==> src/rtl/instr_sequencer_if.sv <==
// Sequencer bus: program-memory read channel plus the CPU in/load/s/w handshake.
// master = sequencer side, slave = memory/CPU side.
interface instr_sequencer_if #(
    parameter int ADDR_W = 8
);
    logic              mem_rd;
    logic [ADDR_W-1:0] mem_addr;
    logic              mem_ack;
    logic [15:0]       mem_rdata;
    logic [15:0]       ir_out;
    logic              ir_load;
    logic              cpu_s;
    logic              cpu_w;

    modport master (
        output mem_rd, mem_addr, ir_out, ir_load, cpu_s,
        input  mem_ack, mem_rdata, cpu_w
    );

    modport slave (
        input  mem_rd, mem_addr, ir_out, ir_load, cpu_s,
        output mem_ack, mem_rdata, cpu_w
    );
endinterface

==> src/rtl/instr_sequencer.sv <==
// Fetch/issue controller: reads a word at pc, loads the CPU IR, pulses s, waits on w, advances pc.
// Latency FETCH(1+ack) + LOAD 1 + START 1 + WAIT_BUSY + WAIT_DONE; memory stalls hold mem_rd, CPU stalls hold the sequencer.
module instr_sequencer #(
    parameter int                ADDR_W       = 8,
    parameter logic [ADDR_W-1:0] START_ADDR   = '0,
    parameter int                BUSY_TIMEOUT = 4,
    parameter logic [2:0]        HALT_OPCODE  = 3'b111
) (
    input  logic               clk,
    input  logic               reset,
    input  logic               run,
    instr_sequencer_if.master  bus,
    output logic [ADDR_W-1:0]  pc,
    output logic               busy,
    output logic               halted,
    output logic               err,
    output logic [15:0]        instr_count
);

    localparam int             TW         = $clog2(BUSY_TIMEOUT + 1);
    localparam logic [TW-1:0]  TIMER_LAST = TW'(BUSY_TIMEOUT - 1);

    typedef enum logic [2:0] {
        IDLE,
        FETCH,
        LOAD_IR,
        START,
        WAIT_BUSY,
        WAIT_DONE,
        HALTED
    } state_t;

    state_t          state;
    logic [TW-1:0]   timer;
    logic            mem_rd_q;
    logic [15:0]     ir_q;
    logic            ir_load_q;
    logic            cpu_s_q;

    assign bus.mem_rd   = mem_rd_q;
    assign bus.mem_addr = pc;
    assign bus.ir_out   = ir_q;
    assign bus.ir_load  = ir_load_q;
    assign bus.cpu_s    = cpu_s_q;

    always_ff @(posedge clk or negedge reset) begin
        if (!reset) begin
            state       <= IDLE;
            pc          <= START_ADDR;
            timer       <= '0;
            mem_rd_q    <= 1'b0;
            ir_q        <= 16'h0000;
            ir_load_q   <= 1'b0;
            cpu_s_q     <= 1'b0;
            busy        <= 1'b0;
            halted      <= 1'b0;
            err         <= 1'b0;
            instr_count <= 16'h0000;
        end else begin
            // Strobes are single-cycle unless a transition below re-arms them.
            ir_load_q <= 1'b0;
            cpu_s_q   <= 1'b0;
            case (state)
                IDLE: begin
                    if (run) begin
                        state    <= FETCH;
                        mem_rd_q <= 1'b1;
                        busy     <= 1'b1;
                    end
                end
                FETCH: begin
                    if (bus.mem_ack) begin
                        mem_rd_q <= 1'b0;
                        ir_q     <= bus.mem_rdata;
                        if (bus.mem_rdata[15:13] == HALT_OPCODE) begin
                            state  <= HALTED;
                            busy   <= 1'b0;
                            halted <= 1'b1;
                        end else begin
                            state     <= LOAD_IR;
                            ir_load_q <= 1'b1;
                        end
                    end
                end
                LOAD_IR: begin
                    state   <= START;
                    cpu_s_q <= 1'b1;
                end
                START: begin
                    state <= WAIT_BUSY;
                    timer <= '0;
                end
                WAIT_BUSY: begin
                    timer <= timer + 1'b1;
                    // A falling w wins over the watchdog on its last cycle.
                    if (!bus.cpu_w) begin
                        state <= WAIT_DONE;
                    end else if (timer == TIMER_LAST) begin
                        state  <= HALTED;
                        busy   <= 1'b0;
                        halted <= 1'b1;
                        err    <= 1'b1;
                    end
                end
                WAIT_DONE: begin
                    if (bus.cpu_w) begin
                        pc <= pc + 1'b1;
                        if (instr_count != 16'hFFFF) begin
                            instr_count <= instr_count + 16'd1;
                        end
                        if (run) begin
                            state    <= FETCH;
                            mem_rd_q <= 1'b1;
                        end else begin
                            state <= IDLE;
                            busy  <= 1'b0;
                        end
                    end
                end
                HALTED: begin
                    state <= HALTED;
                end
                default: begin
                    state    <= IDLE;
                    mem_rd_q <= 1'b0;
                    busy     <= 1'b0;
                end
            endcase
        end
    end

endmodule

==> src/flat_wrapper.sv <==
// flat-port wrapper written by rule: the top's interface ports become plain ports
module instr_sequencer_flat 
#(
    parameter int                ADDR_W       = 8,
    parameter logic [ADDR_W-1:0] START_ADDR   = '0,
    parameter int                BUSY_TIMEOUT = 4,
    parameter logic [2:0]        HALT_OPCODE  = 3'b111
)
  (clk, reset, run, pc, busy, halted, err, instr_count, bus_mem_rd, bus_mem_addr, bus_ir_out, bus_ir_load, bus_cpu_s, bus_mem_ack, bus_mem_rdata, bus_cpu_w);
  instr_sequencer_if #(.ADDR_W(ADDR_W)) bus_i ();
  input  logic clk;
  input  logic reset;
  input  logic run;
  output logic [ADDR_W-1:0] pc;
  output logic busy;
  output logic halted;
  output logic err;
  output logic [15:0] instr_count;
  output wire logic [$bits(bus_i.mem_rd)-1:0] bus_mem_rd;
  output wire logic [$bits(bus_i.mem_addr)-1:0] bus_mem_addr;
  output wire logic [$bits(bus_i.ir_out)-1:0] bus_ir_out;
  output wire logic [$bits(bus_i.ir_load)-1:0] bus_ir_load;
  output wire logic [$bits(bus_i.cpu_s)-1:0] bus_cpu_s;
  input wire logic [$bits(bus_i.mem_ack)-1:0] bus_mem_ack;
  input wire logic [$bits(bus_i.mem_rdata)-1:0] bus_mem_rdata;
  input wire logic [$bits(bus_i.cpu_w)-1:0] bus_cpu_w;
  assign bus_mem_rd = bus_i.mem_rd;
  assign bus_mem_addr = bus_i.mem_addr;
  assign bus_ir_out = bus_i.ir_out;
  assign bus_ir_load = bus_i.ir_load;
  assign bus_cpu_s = bus_i.cpu_s;
  assign bus_i.mem_ack = bus_mem_ack;
  assign bus_i.mem_rdata = bus_mem_rdata;
  assign bus_i.cpu_w = bus_cpu_w;
  instr_sequencer #(.ADDR_W(ADDR_W), .START_ADDR(START_ADDR), .BUSY_TIMEOUT(BUSY_TIMEOUT), .HALT_OPCODE(HALT_OPCODE)) u_core (.clk(clk), .reset(reset), .run(run), .bus(bus_i), .pc(pc), .busy(busy), .halted(halted), .err(err), .instr_count(instr_count));
endmodule
==> config.mk <==
export PLATFORM = sky130hd
export DESIGN_NAME = instr_sequencer_flat
export DESIGN_NICKNAME = d
export VERILOG_FILES = /design/src/rtl/instr_sequencer_if.sv /design/src/rtl/instr_sequencer.sv /design/src/flat_wrapper.sv
export SDC_FILE = /design/constraint.sdc
export NUM_CORES = 1
export LEC_CHECK = 0
export ABC_AREA = 0
export CAP_MARGIN = 20
export CORE_MARGIN = 1
export CORE_UTILIZATION = 35
export CTS_CLUSTER_DIAMETER = 100
export DETAILED_ROUTE_END_ITERATION = 10
export PLACE_DENSITY = 0.65
export SKIP_CTS_REPAIR_TIMING = 1
export SYNTH_ARGS = -nofsm -noshare
export SYNTH_HDL_FRONTEND = slang
export SYNTH_SLANG_ARGS = --single-unit
==> constraint.sdc <==
create_clock -name clk -period 1.7 [get_ports clk]
set_input_delay 0.17 -clock clk [delete_from_list [all_inputs] [get_ports clk]]
set_output_delay 0.17 -clock clk [all_outputs]
set_load 0.005 [all_outputs]
==> impl_metrics.toml, run 1 <==
[run_status]
outcome = "complete, no violations"

[synth]
postSynthCellCount = 216
ys_seq_area_frac = 0.528
ys_types = 46
synth_warnings = 0
synth_fp_nets = 241
synth_area_per_cell_um2 = 11.4
ys_ff_latch = 52
syn-cell-area_mm2 = 0.00246

[clock_network]
clkLatencyLatePin_ns = 0.31
ctsLongestPathBuffers = 2
clock-root-buffer = "clkbuf_8"
cts_tree = "done"
h-tree-depth = 2
cts_made_buffers = 5
cts.reportedPaths.clkPinSlew_ns = 0.10
cts.sinks = 52

[global_route]
grt_pass1_vias = 1819
track_usage = 0.150
grt_max_degree = 34
antenna_found_initial = 0
grt_pass1_wl_um = 8660
grt-ovfl-total = 0

[timing]
final.period_utilization = 0.945
layout_min_cycle_time_ns = 1.61
setup_ws_ns = 0.0928
slew_headroom = 0.692
fmaxAchievable_ghz = 0.622
setup_viol = 0
tightest_slew_ns = 0.461
hold_violations = 0
slew_violations = 0
fin_skew_ns = 0.00895
grt_setup_unrepaired = "no"

[cells_and_area]
drive_above_1_share = 0.189
nets = 331
syn2layout_area_growth_pct = 44.2
fin_area_mm2 = 0.00355
diodes = 0
post-route-util = 0.523

[die]
die_w_um = 85.9
core_area_mm2 = 0.00679
die_area_mm2 = 0.00738
row_count = 30
ios = 75
die_height_um = 85.9
start_util = 0.363

[power]
pwr-share-seq = 0.409
p_clk_frac = 0.185
total_power_w = 0.00460
p_int_w = 0.00322
power_frac_comb = 0.406
switchingPower_w = 0.00138
ir_worst_vdd_v = 0.000780
sw_frac_of_total = 0.300
leakage_nw = 1.57
cellPowerDensity_mw_per_mm2 = 1290

[setup_path]
cp.required_ns = 1.94
cp.arrival_ns = 1.85
worstSetupStartpointType = "register"
rrSetupSlack_ns = 0.09
worst-setup-path-type = "reg -> reg"
end_kind = "register"
path_max_fanout = 5

[hold_path]
hold_path.class = "in -> async"

[detailed_routing]
wl_um = 5210
ant_nets = 0
vias_per_cell = 4.70
drcViolationCount = 0
drt-pass1-iter-count = 4
dr.first_iter.drc_count = 66
routedWlPerCell_um = 12.9
vias = 1895

[place]
port_buffers = 74
dpl_cell_area_mm2 = 0.00343
globalplace.congestion = 0.828
hpwl_um = 3820
pre_cts_slack_ns = -0.0456

[run]
max-cap-violations = 0
==> power groups by stage <==
stage / sequential, W / clock (W) / combinational, W
2_1_floorplan: 0.00188 / 0 / 0.000898
3_3_place_gp: 0.00190 / 0 / 0.00186
3_5_place_dp: 0.00191 / 0 / 0.00188
4_1_cts: 0.00189 / 0.000874 / 0.00189
5_1_grt: 0.00195 / 0.000914 / 0.00206
6_report: 0.00188 / 0.000851 / 0.00187
==> cells in the mapped netlist (all sizes together) <==
cell type / n / share of area
dfrtp: 52 / 0.53
mux2: 17 / 0.079
nand2: 16 / 0.024
buf: 15 / 0.038
xor2: 12 / 0.043
nor2: 11 / 0.018
xnor2: 10 / 0.036
nor3: 9 / 0.018
inv: 7 / 0.011
nand3: 7 / 0.014
nand4: 6 / 0.024
o21ai: 6 / 0.012
a21oi: 5 / 0.010
a211oi: 4 / 0.012
ha: 4 / 0.020
nand2b: 3 / 0.0076
nor4: 3 / 0.016
a31oi: 2 / 0.0051
and3: 2 / 0.0051
and4: 2 / 0.0071
clkbuf: 2 / 0.0030
nand4b: 2 / 0.0071
nor2b: 2 / 0.0051
nor4bb: 2 / 0.0081
o211ai: 2 / 0.0061
a21boi: 1 / 0.0030
a2bb2oi: 1 / 0.0036
and2: 1 / 0.0025
and4b: 1 / 0.0041
nor3b: 1 / 0.0030
nor4b: 1 / 0.0036
o2111ai: 1 / 0.0036
o21bai: 1 / 0.0030
o221ai: 1 / 0.0036
o2bb2ai: 1 / 0.0036
o31ai: 1 / 0.0030
or2: 1 / 0.0025
or4: 1 / 0.0030
==> metal layers <==
layer  track usage  share of wire  wire length [um]  vias to the layer above
li1              -              -                 -                      935
met1         0.195           0.46              2390                      898
met2         0.237           0.46              2410                       57
met3        0.0462          0.068               354                        5
met4        0.0500          0.011                55                        0
met5             0              0                 0                        -
==> cells by family after synthesis <==
kind of cell	Yosys count	share of synthesized area
DFF	52	0.528
and+or+nand+nor	71	0.174
adders and majority gates	4	0.0203
xor gates and xnor gates	22	0.0782
AOI/OAI and AO/OA	26	0.0690
buffers and inverters	24	0.0518
muxes	17	0.0792
==> per-stage QoR <==
stage                     TNS, ns  instances  hold WS, ns
after floorplan                 0        216       -0.126
after global placement     -0.160        394        0.153
after detailed placement   -0.664        394        0.146
after CTS                       0        402       -0.191
after global routing            0        403        0.394
final                           0        403        0.347
==> cells in the final DEF (no fill, tap or decap), drive strengths merged, types with 3 or more instances in the layout <==
master,n
xor2,12
buf,26
a21oi,5
ha,4
clkdlybuf4s50,73
nand3,7
nand4,6
clkbuf,6
nand2b,3
mux2,17
inv,7
xnor2,10
o21ai,6
nor2,11
dfrtp,52
nor3,9
nand2,16
nor4,3
a211oi,4
==> registers in the layout (all words and copies together) (netlist names) <==
name,count
u_core.bus.ir_out,16
u_core.halted,1
u_core.busy,1
u_core.bus.mem_rd,1
u_core.state,3
u_core.timer,3
u_core.err,1
u_core.bus.cpu_s,1
u_core.bus.ir_load,1
u_core.instr_count,16
u_core.bus.mem_addr,8
==> worst paths after layout <==
path	start	cells after the start	end
hold reg to reg	u_core.err$_DFFE_PN0P_	1	u_core.err$_DFFE_PN0P_
hold / removal	reset	2	u_core.instr_count[3]$_DFFE_PN0P_
setup / recovery	u_core.instr_count[9]$_DFFE_PN0P_	4	u_core.instr_count[11]$_DFFE_PN0P_
min in group clk	bus_mem_rdata[5]	2	u_core.bus.ir_out[5]$_DFFE_PN0P_
max in group asynchronous	reset	3	u_core.bus.mem_addr[3]$_DFFE_PN0P_
setup reg to reg	u_core.instr_count[9]$_DFFE_PN0P_	4	u_core.instr_count[11]$_DFFE_PN0P_
==> final cells by class <==
class                   count  area, um^2
clock buffers               6        72.6
clock inverters             2        35.0
fillers                   610        3240
inverters                   7        26.3
multi-input cells         140        1050
flip-flops and latches     52        1300
well taps                  96         120
repair buffers            100         950
==> worst max-delay path: stages, from the launching register on <==
cell	delay (ns)
dfrtp_1	0.48
nand3_1	0.10
or4_1	0.57
nor3_1	0.23
xor2_1	0.16
Note: power is estimated with default switching activity, not from simulation.
==> run 2: changes to the inputs <==
--- a/config.mk
+++ b/config.mk
@@ -7,9 +7,9 @@
 export LEC_CHECK = 0
 export ABC_AREA = 0
 export CAP_MARGIN = 20
-export CORE_MARGIN = 1
+export CORE_MARGIN = 3
 export CORE_UTILIZATION = 35
-export CTS_CLUSTER_DIAMETER = 100
+export CTS_CLUSTER_DIAMETER = 40
 export DETAILED_ROUTE_END_ITERATION = 10
 export PLACE_DENSITY = 0.65
 export SKIP_CTS_REPAIR_TIMING = 1
==> impl_metrics.toml, run 2 (same netlist as run 1, synthesis figures left out) <==
[global_route]
grt_pass1_vias = 1936
grt_pass1_wl_um = 9230
antenna_found_initial = 0
grt-ovfl-total = 0
grt_max_degree = 53
track_usage = 0.136

[place]
port_buffers = 74
dpl_cell_area_mm2 = 0.00341
globalplace.congestion = 0.813
hpwl_um = 4000
pre_cts_slack_ns = -0.0706

[die]
core_area_mm2 = 0.00657
die_height_um = 89.9
row_count = 29
ios = 75
start_util = 0.375
die_w_um = 89.9
die_area_mm2 = 0.00809

[clock_network]
h-tree-depth = 2
cts.reportedPaths.clkPinSlew_ns = 0.10
clock-root-buffer = "clkbuf_8"
cts_tree = "done"
ctsLongestPathBuffers = 2
cts_made_buffers = 5
cts.sinks = 52
clkLatencyLatePin_ns = 0.31

[detailed_routing]
drcViolationCount = 0
ant_nets = 0
vias = 1923
vias_per_cell = 4.81
dr.first_iter.drc_count = 57
wl_um = 5340
drt-pass1-iter-count = 4
routedWlPerCell_um = 13.3

[timing]
grt_setup_unrepaired = "no"
slew_headroom = 0.778
layout_min_cycle_time_ns = 1.64
fin_skew_ns = 0.00893
slew_violations = 0
hold_violations = 0
setup_ws_ns = 0.0598
final.period_utilization = 0.965
fmaxAchievable_ghz = 0.610
tightest_slew_ns = 0.328
setup_viol = 0
tns_ns = 0

[setup_path]
r2r_cells = 4
end_kind = "register"
worstSetupStartpointType = "register"
cp.required_ns = 1.94
cp.arrival_ns = 1.88
rrSetupSlack_ns = 0.06
worst-setup-path-type = "reg -> reg"
path_max_fanout = 5

[power]
leakage_nw = 1.57
cellPowerDensity_mw_per_mm2 = 1310
ir_worst_vdd_v = 0.000927

[cells_and_area]
nets = 331
drive_above_1_share = 0.186
diodes = 0
final_cell_mix = "73 x clkdlybuf4s50_1, 52 x dfrtp_1, 24 x buf_4"
syn2layout_area_growth_pct = 43.6
n_fill_cell = 616
multiInputGateArea_mm2 = 0.00104
layout_commonest_cell = "clkdlybuf4s50_1"
ff_latch_area_mm2 = 0.00130
fin_area_mm2 = 0.00354

[run_status]
outcome = "complete, no violations"

[hold_path]
hold_path.class = "in -> async"

[run]
max-cap-violations = 0
-- run 2: cell counts in the layout (fill, tap and decap cells not counted) --
No cell type changed its count.
-- run 2: per-stage QoR --
| stage | total power (W) | std cells | hold WS, ns | util |
|---|---|---|---|---|
| 6_report | 0.00462 | 400 | 0.377 | 0.539 |
| 5_1_grt | 0.00497 | 400 | 0.408 | 0.539 |
| 4_1_cts | 0.00468 | 398 | -0.153 | 0.536 |
| 3_5_place_dp | 0.00381 | 390 | 0.187 | 0.520 |
| 3_3_place_gp | 0.00378 | 390 | 0.185 | 0.520 |
| 2_1_floorplan | 0.00278 | 216 | -0.126 | - |
-- run 2: worst max-delay path, cell delays in order (launching register included) --
cell     delay [ns]
dfrtp_1        0.50
nand3_1        0.13
or4_1          0.58
nor3_1         0.20
xor2_1         0.16
-- run 2: power by group --
| part | total (W) | switching [W] | internal, W |
|---|---|---|---|
| combinational | 0.00189 | 0.000706 | 0.00118 |
| sequential | 0.00188 | 0.000275 | 0.00161 |
| clock | 0.000853 | 0.000415 | 0.000438 |
-- run 2: layout make-up --
type                            count  area share
Sequential cell                    52       0.368
Multi-Input combinational cell    140       0.294
Timing Repair Buffer              100       0.267
Tap cell                           93      0.0329
Clock buffer                        6      0.0205
Clock inverter                      2     0.00990
Inverter                            7     0.00742
-- run 2: layer usage --
layer,share of wire,track usage,vias up
li1,-,-,928
met3,0.094,0.0576,5
met1,0.44,0.175,923
met4,0.0084,0.0306,0
met5,0,0,-
met2,0.46,0.216,67
-- run 2: worst paths after layout --
path | from | to
max in group asynchronous | reset | u_core.instr_count[12]$_DFFE_PN0P_
hold / removal | reset | u_core.bus.ir_out[11]$_DFFE_PN0P_
min in group clk | bus_mem_rdata[6] | u_core.bus.ir_out[6]$_DFFE_PN0P_
setup reg to reg | u_core.instr_count[9]$_DFFE_PN0P_ | u_core.instr_count[11]$_DFFE_PN0P_
hold reg to reg | u_core.err$_DFFE_PN0P_ | u_core.err$_DFFE_PN0P_
setup / recovery | u_core.instr_count[9]$_DFFE_PN0P_ | u_core.instr_count[11]$_DFFE_PN0P_
